### src/rtl/freq_meter.sv
// Gated frequency counter: synchronises an asynchronous input, counts its
// rising edges over a programmable window of ref_clk cycles and publishes
// each result with a one-cycle valid pulse and a saturation flag.
// Single-shot (start) or gapless continuous (cont) operation.
// Optional macro FREQ_METER_PERIOD_EN adds edge-to-edge period measurement
// on the period / period_valid outputs.
module freq_meter #(
    parameter int CNT_W       = 24,
    parameter int GATE_W      = 32,
    parameter int GATE_CYCLES = 100000000,
    parameter int SYNC_STAGES = 2
) (
    input  logic              ref_clk,
    input  logic              rst_n,
    input  logic              unknown,
    input  logic              start,
    input  logic              cont,
    output logic              busy,
    output logic [CNT_W-1:0]  count,
    output logic              count_valid,
    output logic              overflow
`ifdef FREQ_METER_PERIOD_EN
    ,
    output logic [GATE_W-1:0] period,
    output logic              period_valid
`endif
);

    typedef enum logic [0:0] {
        ST_IDLE = 1'b0,
        ST_GATE = 1'b1
    } state_t;

    localparam logic [GATE_W-1:0] TIMER_TERM = GATE_W'(GATE_CYCLES - 1);
    localparam logic [GATE_W-1:0] TIMER_ZERO = {GATE_W{1'b0}};
    localparam logic [GATE_W-1:0] TIMER_ONE  = {{(GATE_W-1){1'b0}}, 1'b1};
    localparam logic [CNT_W-1:0]  CNT_ZERO   = {CNT_W{1'b0}};
    localparam logic [CNT_W-1:0]  CNT_ONE    = {{(CNT_W-1){1'b0}}, 1'b1};
    localparam logic [CNT_W-1:0]  CNT_MAX    = {CNT_W{1'b1}};

    logic [SYNC_STAGES-1:0] r_sync;
    logic                   r_sync_d;
    logic                   w_edge;

    state_t                 r_state;
    state_t                 w_state_nxt;
    logic [GATE_W-1:0]      r_timer;
    logic [GATE_W-1:0]      w_timer_nxt;
    logic [CNT_W-1:0]       r_cnt;
    logic [CNT_W-1:0]       w_cnt_nxt;
    logic [CNT_W-1:0]       w_cnt_inc;
    logic                   r_sat;
    logic                   w_sat_nxt;
    logic                   w_sat_hit;
    logic                   w_cnt_full;
    logic                   w_term;
    logic                   w_publish;

    // Synchronise the asynchronous input and keep one delayed copy for edge detection
    always_ff @(posedge ref_clk) begin
        if (!rst_n) begin
            r_sync   <= {SYNC_STAGES{1'b0}};
            r_sync_d <= 1'b0;
        end else begin
            r_sync   <= {r_sync[SYNC_STAGES-2:0], unknown};
            r_sync_d <= r_sync[SYNC_STAGES-1];
        end
    end

    assign w_edge     = r_sync[SYNC_STAGES-1] & ~r_sync_d;
    assign w_cnt_full = (r_cnt == CNT_MAX);
    assign w_sat_hit  = w_cnt_full & w_edge;
    assign w_term     = (r_state == ST_GATE) && (r_timer == TIMER_TERM);

    // Saturating edge-counter increment; an edge on the terminal cycle is included
    always_comb begin
        w_cnt_inc = r_cnt;
        if (w_edge && !w_cnt_full) begin
            w_cnt_inc = r_cnt + CNT_ONE;
        end else begin
            w_cnt_inc = r_cnt;
        end
    end

    // Next-state logic for the gate FSM, timer and edge accumulator
    always_comb begin
        w_state_nxt = r_state;
        w_timer_nxt = r_timer;
        w_cnt_nxt   = r_cnt;
        w_sat_nxt   = r_sat;
        w_publish   = 1'b0;
        case (r_state)
            ST_IDLE: begin
                if (start || cont) begin
                    w_state_nxt = ST_GATE;
                    w_timer_nxt = TIMER_ZERO;
                    w_cnt_nxt   = CNT_ZERO;
                    w_sat_nxt   = 1'b0;
                end else begin
                    w_state_nxt = ST_IDLE;
                end
            end
            ST_GATE: begin
                if (w_term) begin
                    // Reload on the terminal edge so a continuous run has no dead time
                    w_publish   = 1'b1;
                    w_timer_nxt = TIMER_ZERO;
                    w_cnt_nxt   = CNT_ZERO;
                    w_sat_nxt   = 1'b0;
                    w_state_nxt = cont ? ST_GATE : ST_IDLE;
                end else begin
                    w_timer_nxt = r_timer + TIMER_ONE;
                    w_cnt_nxt   = w_cnt_inc;
                    w_sat_nxt   = r_sat | w_sat_hit;
                end
            end
            default: begin
                w_state_nxt = ST_IDLE;
                w_timer_nxt = TIMER_ZERO;
                w_cnt_nxt   = CNT_ZERO;
                w_sat_nxt   = 1'b0;
            end
        endcase
    end

    // State register, gate timer and edge accumulator
    always_ff @(posedge ref_clk) begin
        if (!rst_n) begin
            r_state <= ST_IDLE;
            r_timer <= TIMER_ZERO;
            r_cnt   <= CNT_ZERO;
            r_sat   <= 1'b0;
        end else begin
            r_state <= w_state_nxt;
            r_timer <= w_timer_nxt;
            r_cnt   <= w_cnt_nxt;
            r_sat   <= w_sat_nxt;
        end
    end

    // Registered status and published result; count/overflow hold between windows
    always_ff @(posedge ref_clk) begin
        if (!rst_n) begin
            busy        <= 1'b0;
            count       <= CNT_ZERO;
            count_valid <= 1'b0;
            overflow    <= 1'b0;
        end else begin
            busy        <= (w_state_nxt == ST_GATE);
            count_valid <= w_publish;
            if (w_publish) begin
                count    <= w_cnt_inc;
                overflow <= r_sat | w_sat_hit;
            end
        end
    end

`ifdef FREQ_METER_PERIOD_EN
    localparam logic [GATE_W-1:0] PER_MAX = {GATE_W{1'b1}};

    logic [GATE_W-1:0] r_per_cnt;
    logic              r_armed;

    // Edge-to-edge period measurement, independent of the gate FSM
    always_ff @(posedge ref_clk) begin
        if (!rst_n) begin
            r_per_cnt    <= TIMER_ZERO;
            r_armed      <= 1'b0;
            period       <= TIMER_ZERO;
            period_valid <= 1'b0;
        end else begin
            period_valid <= 1'b0;
            if (w_edge) begin
                // The first edge after reset only arms the measurement
                r_per_cnt <= TIMER_ONE;
                r_armed   <= 1'b1;
                if (r_armed) begin
                    period       <= r_per_cnt;
                    period_valid <= 1'b1;
                end
            end else if (r_per_cnt != PER_MAX) begin
                r_per_cnt <= r_per_cnt + TIMER_ONE;
            end
        end
    end
`endif

endmodule

### config.mk
export PLATFORM = sky130hd
export DESIGN_NAME = freq_meter
export DESIGN_NICKNAME = d
export VERILOG_FILES = /design/src/rtl/freq_meter.sv
export SDC_FILE = /design/constraint.sdc
export NUM_CORES = 1
export LEC_CHECK = 0
export BUFFER_PORTS_ARGS = -buffer_cell sky130_fd_sc_hd__clkbuf_2
export CAP_MARGIN = 10
export CORE_MARGIN = 3
export CORE_UTILIZATION = 40
export CTS_CLUSTER_DIAMETER = 150
export CTS_CLUSTER_SIZE = 30
export DETAILED_ROUTE_END_ITERATION = 16
export PLACE_DENSITY_LB_ADDON = 0.25
export SLEW_MARGIN = 40
export SYNTH_ARGS = -nofsm -noshare
export SYNTH_HDL_FRONTEND = slang
export SYNTH_SLANG_ARGS = --single-unit
### constraint.sdc
create_clock -name ref_clk -period 3.3 [get_ports ref_clk]
set_input_delay 0.66 -clock ref_clk [delete_from_list [all_inputs] [get_ports ref_clk]]
set_output_delay 0.66 -clock ref_clk [all_outputs]
set_load 0.03 [all_outputs]
---- Word-level counts from Yosys, hierarchy flattened ----
Cells that the tools add are included.
word-level totals
  bits in registers ....................... 87
  output and inout port bits .............. 27
  word-level logic and storage cells ...... 39
operators by class
  eq/ne operators ......................... 3
  reduce and logical (&&, ||, !) cells .... 4
  add/sub/neg operators ................... 2
  muxes and demuxes ....................... 16
  bitwise logic cells ..................... 5
operator list
  cell                     number
  $mux W24                 3
  $mux W32                 2
  $pmux W32 S2             1
  $pmux W24 S2             1
  $add A32 B1 Y32 const B  1
  $eq A32 B27 Y1 const B   1
  $add A24 B1 Y24 const B  1
  $eq A24 B24 Y1 const B   1
  $mux W1                  7
  $pmux W1 S2              2
  $and A1 B1 Y1            2
  $logic_and A1 B1 Y1      2
  $ne A2 B2 Y1 const B     1
  $not A1 Y1               2
  $logic_not A1 Y1         1
  $logic_or A1 B1 Y1       1
  $or A1 B1 Y1             1

---- Longest topological paths before layout ----
  depth in word-level cells ............... 6
  gate-level depth with buffers ........... 9

---- Worst setup path before layout ----
Ideal clock, no wire load.
  kind .................................... register -> register
  from .................................... register r_cnt[0]
  to ...................................... register r_cnt[20]
  clock period less this slack ............ 2118 ps
  cell stages (with the launch flop) ...... 8
  path buffers ............................ 0
  required time ........................... 3226 ps
  path slack .............................. 1182 ps
  data arrival time ....................... 2043 ps
  setup time .............................. 74 ps
  cells stage by stage .................... dfxtp_1 ha_1 nand4_1 nor4_2 nand3_1 or3b_1 or3_1 o21ai_0
between the ends
  cells in the longest elaborated chain, start to end .. 6
RTL lines
  what                                                     RTL line  RTL
  from (decl)                                              49        logic [CNT_W-1:0] r_cnt;
  from (signal assigned)                                   136       r_cnt <= w_cnt_nxt;
  branches (longest 3 deep; another with $add A24 B1 Y24)  n/a
  $mux W24 *                                               78        if (w_edge && !w_cnt_full) begin
  $mux W24 *                                               104       if (w_term) begin
  $pmux W24 S2 *                                           92        case (r_state)
Every way passes the cells marked *.
A chain may end at the register's enable or synchronous reset.

---- Final worst setup path ----
  from .................................... register r_cnt[0]
  to ...................................... register r_cnt[19]
The elaborated chain is that of the path after synthesis.

==> flow_summary.toml <==
[drt]
antenna_left = 0
drt-initial-drc-count = 249
routed_via_density = 5.75
wl_um = 11300
wl_per_cell_um = 15.8
route.vias.total = 4098
drc = 0
first_pass_iters = 4

[clock_tree]
post_cts_resized = 0
clkSlewWorstSetupHoldPaths_ps = 80
cts_tree = "yes"
clock_latency_ps = 360
cts-hold-fix-buffers = 0
cts-root-buf = "clkbuf_8"
post_cts_buffers = 0
cts_buffers = 9
cts_max_level = 3
max-clock-path-buffers = 2
clock_sinks = 87

[logic_synthesis]
ys_ff_latch = 87
yosysWarnings = 0
synth-compound-area-share = 0.229
synthAdderAreaFrac = 0.00562
syn_nets = 560
synth_ff_type = "dfxtp_1"
synth_edf_count = 0
yosysSeqAreaShare = 0.391
synthesis.area_um2 = 4460
synth-simple-area-share = 0.275
syn_avg_cell_area_um2 = 8.06
ys_async_sr_fraction = 0
postSynthCellCount = 553
yosysUniqueCellTypes = 67
synth_xor_area_frac = 0.0413
synth_top_family_by_area = "simple AND/OR/NAND/NOR gates"
synth_mux_area_frac = 0.00927

[timing]
fin_skew_ps = 8.62
post-route-period-util = 0.770
rsz0062_at_grt = "no"
min_period_ps = 2540
worstMarginPinSlew_ps = 780
finalHoldViolations = 0
max_slew_margin = 0.479
fmax_ghz = 0.394
holdWs_ps = 440
slew_violations = 0
setup_viol_count_final = 0
tns_ps = 0

[layout]
register_area_um2 = 1740
antenna-diode-count = 0
syn2layout_area_growth_pct = 9.07
postLayoutCoreUtil = 0.460
layout.nets = 581
final_cell_mix = "87 x dfxtp_1, 56 x o21ai_0, 55 x nand2_1, 54 x a21oi_1, 31 x clkbuf_2"
multiInputGateArea_um2 = 2500
final_common_cell = "dfxtp_1"
n_fill_cell = 1049
drive_above_1_share = 0.121

[worst_setup_path]
r2r_setup_slack_ps = 760
worst-r2r-cell-count = 7
path_cells = "ha_1 -> nand4_1 -> or4_4 -> o21ai_2 -> nor4_1 -> nor3b_1 -> a21o_1"
crit_path_max_fanout = 11
critPathKind = "flip-flop to flip-flop"
cp_data_arrival_time_ps = 2810
reg2reg_to = "r_cnt[19]$_SDFFE_PN0P_"
start_kind = "flip-flop"
end_kind = "flip-flop"
timing.rr.start = "r_cnt[0]$_SDFFE_PN0P_"
worst_ep_required_time_ps = 3570
crit_slowest_cell = "or4_4"
cpPeakStageDelay_ps = 560

[floorplan]
start_util = 0.422
boundaryPins = 32
die_w_um = 112
rows = 37
dieArea_um2 = 12400
core_um2 = 10600
dieHeight_um = 112

[pwr]
p_comb_frac = 0.053
p_per_area_nw_per_um2 = 368
power_leakage_uw = 0.00164
seq_power_share = 0.592
max-vdd-ir-drop_uv = 167
swShare = 0.245
p_switching_uw = 438
clockPowerShare = 0.354
p_int_uw = 1350

[placement]
dp_hpwl_um = 7690
gp_congestion = 0.852
numPortBuffers = 31

[grt]
overflow = 0
antenna_found_initial = 0
grt_pass1_vias = 3870
grt_pass1_wl_um = 18800
grt_use_total = 0.181
grt_max_degree = 44

[run]
cap_viol_max_count = 0

[outcome]
status = "complete, no violations"

[min_path]
hold_start = "r_sync[0]$_SDFF_PN0_"
min_to = "r_sync[1]$_SDFF_PN0_"
whs_path_depth = 1
hp-class = "flip-flop to flip-flop"
-- cell type report --
cell class	count	area share
Clock buffer	12	0.0278
Clock inverter	2	0.00206
Inverter	16	0.0124
Multi-Input combinational cell	417	0.514
Sequential cell	87	0.358
Tap cell	136	0.0350
Timing Repair Buffer	43	0.0505
-- synthesized netlist by cell type (all sizes together) (11+ instances only) --
library cell | number | area, um^2
nor2 | 29 | 111
buf | 15 | 88.8
nand4 | 18 | 128
a31oi | 18 | 113
dfxtp | 87 | 1740
nand2 | 55 | 206
inv | 16 | 60.1
nor3 | 18 | 101
nand3 | 22 | 110
clkbuf | 18 | 67.6
o21ai | 62 | 314
or3 | 11 | 68.8
xnor2 | 19 | 166
a21oi | 55 | 279
-- metrics by stage --
step / total power [uW] / instances / area (um^2) / worst slack (ps)
after global placement: 1180 / 699 / 4710 / 825
after global routing: 1860 / 713 / 4860 / 577
after detailed placement: 1180 / 699 / 4710 / 758
after CTS: 1810 / 713 / 4860 / 749
final: 1790 / 713 / 4860 / 760
after floorplan: 1150 / 553 / 4460 / 1180
-- critical path: cells and delay by family, from the launching register on --
family | cells | cell delay (ps)
fa+ha+maj | 1 | 230
simple gates | 4 | 1240
compound gates | 2 | 550
flops | 1 | 420
-- how the worst max path moves through the flow --
stage | from | endpoint | cells after the start
after global routing | r_cnt[0]$_SDFFE_PN0P_ | r_cnt[19]$_SDFFE_PN0P_ | 7
final | r_cnt[0]$_SDFFE_PN0P_ | r_cnt[19]$_SDFFE_PN0P_ | 7
after global placement | r_cnt[0]$_SDFFE_PN0P_ | r_cnt[19]$_SDFFE_PN0P_ | 7
after floorplan | r_cnt[0]$_SDFFE_PN0P_ | r_cnt[20]$_SDFFE_PN0P_ | 7
after CTS | r_cnt[0]$_SDFFE_PN0P_ | r_cnt[19]$_SDFFE_PN0P_ | 7
after detailed placement | r_cnt[0]$_SDFFE_PN0P_ | r_cnt[19]$_SDFFE_PN0P_ | 7
-- layer usage --
metal | track usage | vias up | wire length, um
met2 | 0.316 | 72 | 5620
met5 | 0 | - | 0
li1 | - | 2077 | -
met4 | 0.0616 | 0 | 148
met3 | 0.0391 | 12 | 410
met1 | 0.221 | 1937 | 5090
-- cell families (layout without fill, tap and decap cells) --
group / after synthesis / count (layout)
simple gates: 219 / 219
compound gates: 171 / 171
buf+inv: 49 / 73
xor+xnor: 21 / 21
mux: 4 / 4
fa+ha+maj: 2 / 2
flops: 87 / 87
-- power groups by stage --
stage	clock network [uW]	registers [uW]	logic (uW)
6_report	633	1060	95.4
5_1_grt	694	1060	107
4_1_cts	658	1060	95.8
3_5_place_dp	0	1080	95.7
3_3_place_gp	0	1080	93.4
2_1_floorplan	0	1080	65.8
-- sequential cells by signal, indices dropped and copies added (netlist names) --
name	count
busy	1
count	24
count_valid	1
overflow	1
r_cnt	24
r_sat	1
r_sync	2
r_sync_d	1
r_timer	32
No activity file was read; power rests on OpenSTA's default activity.
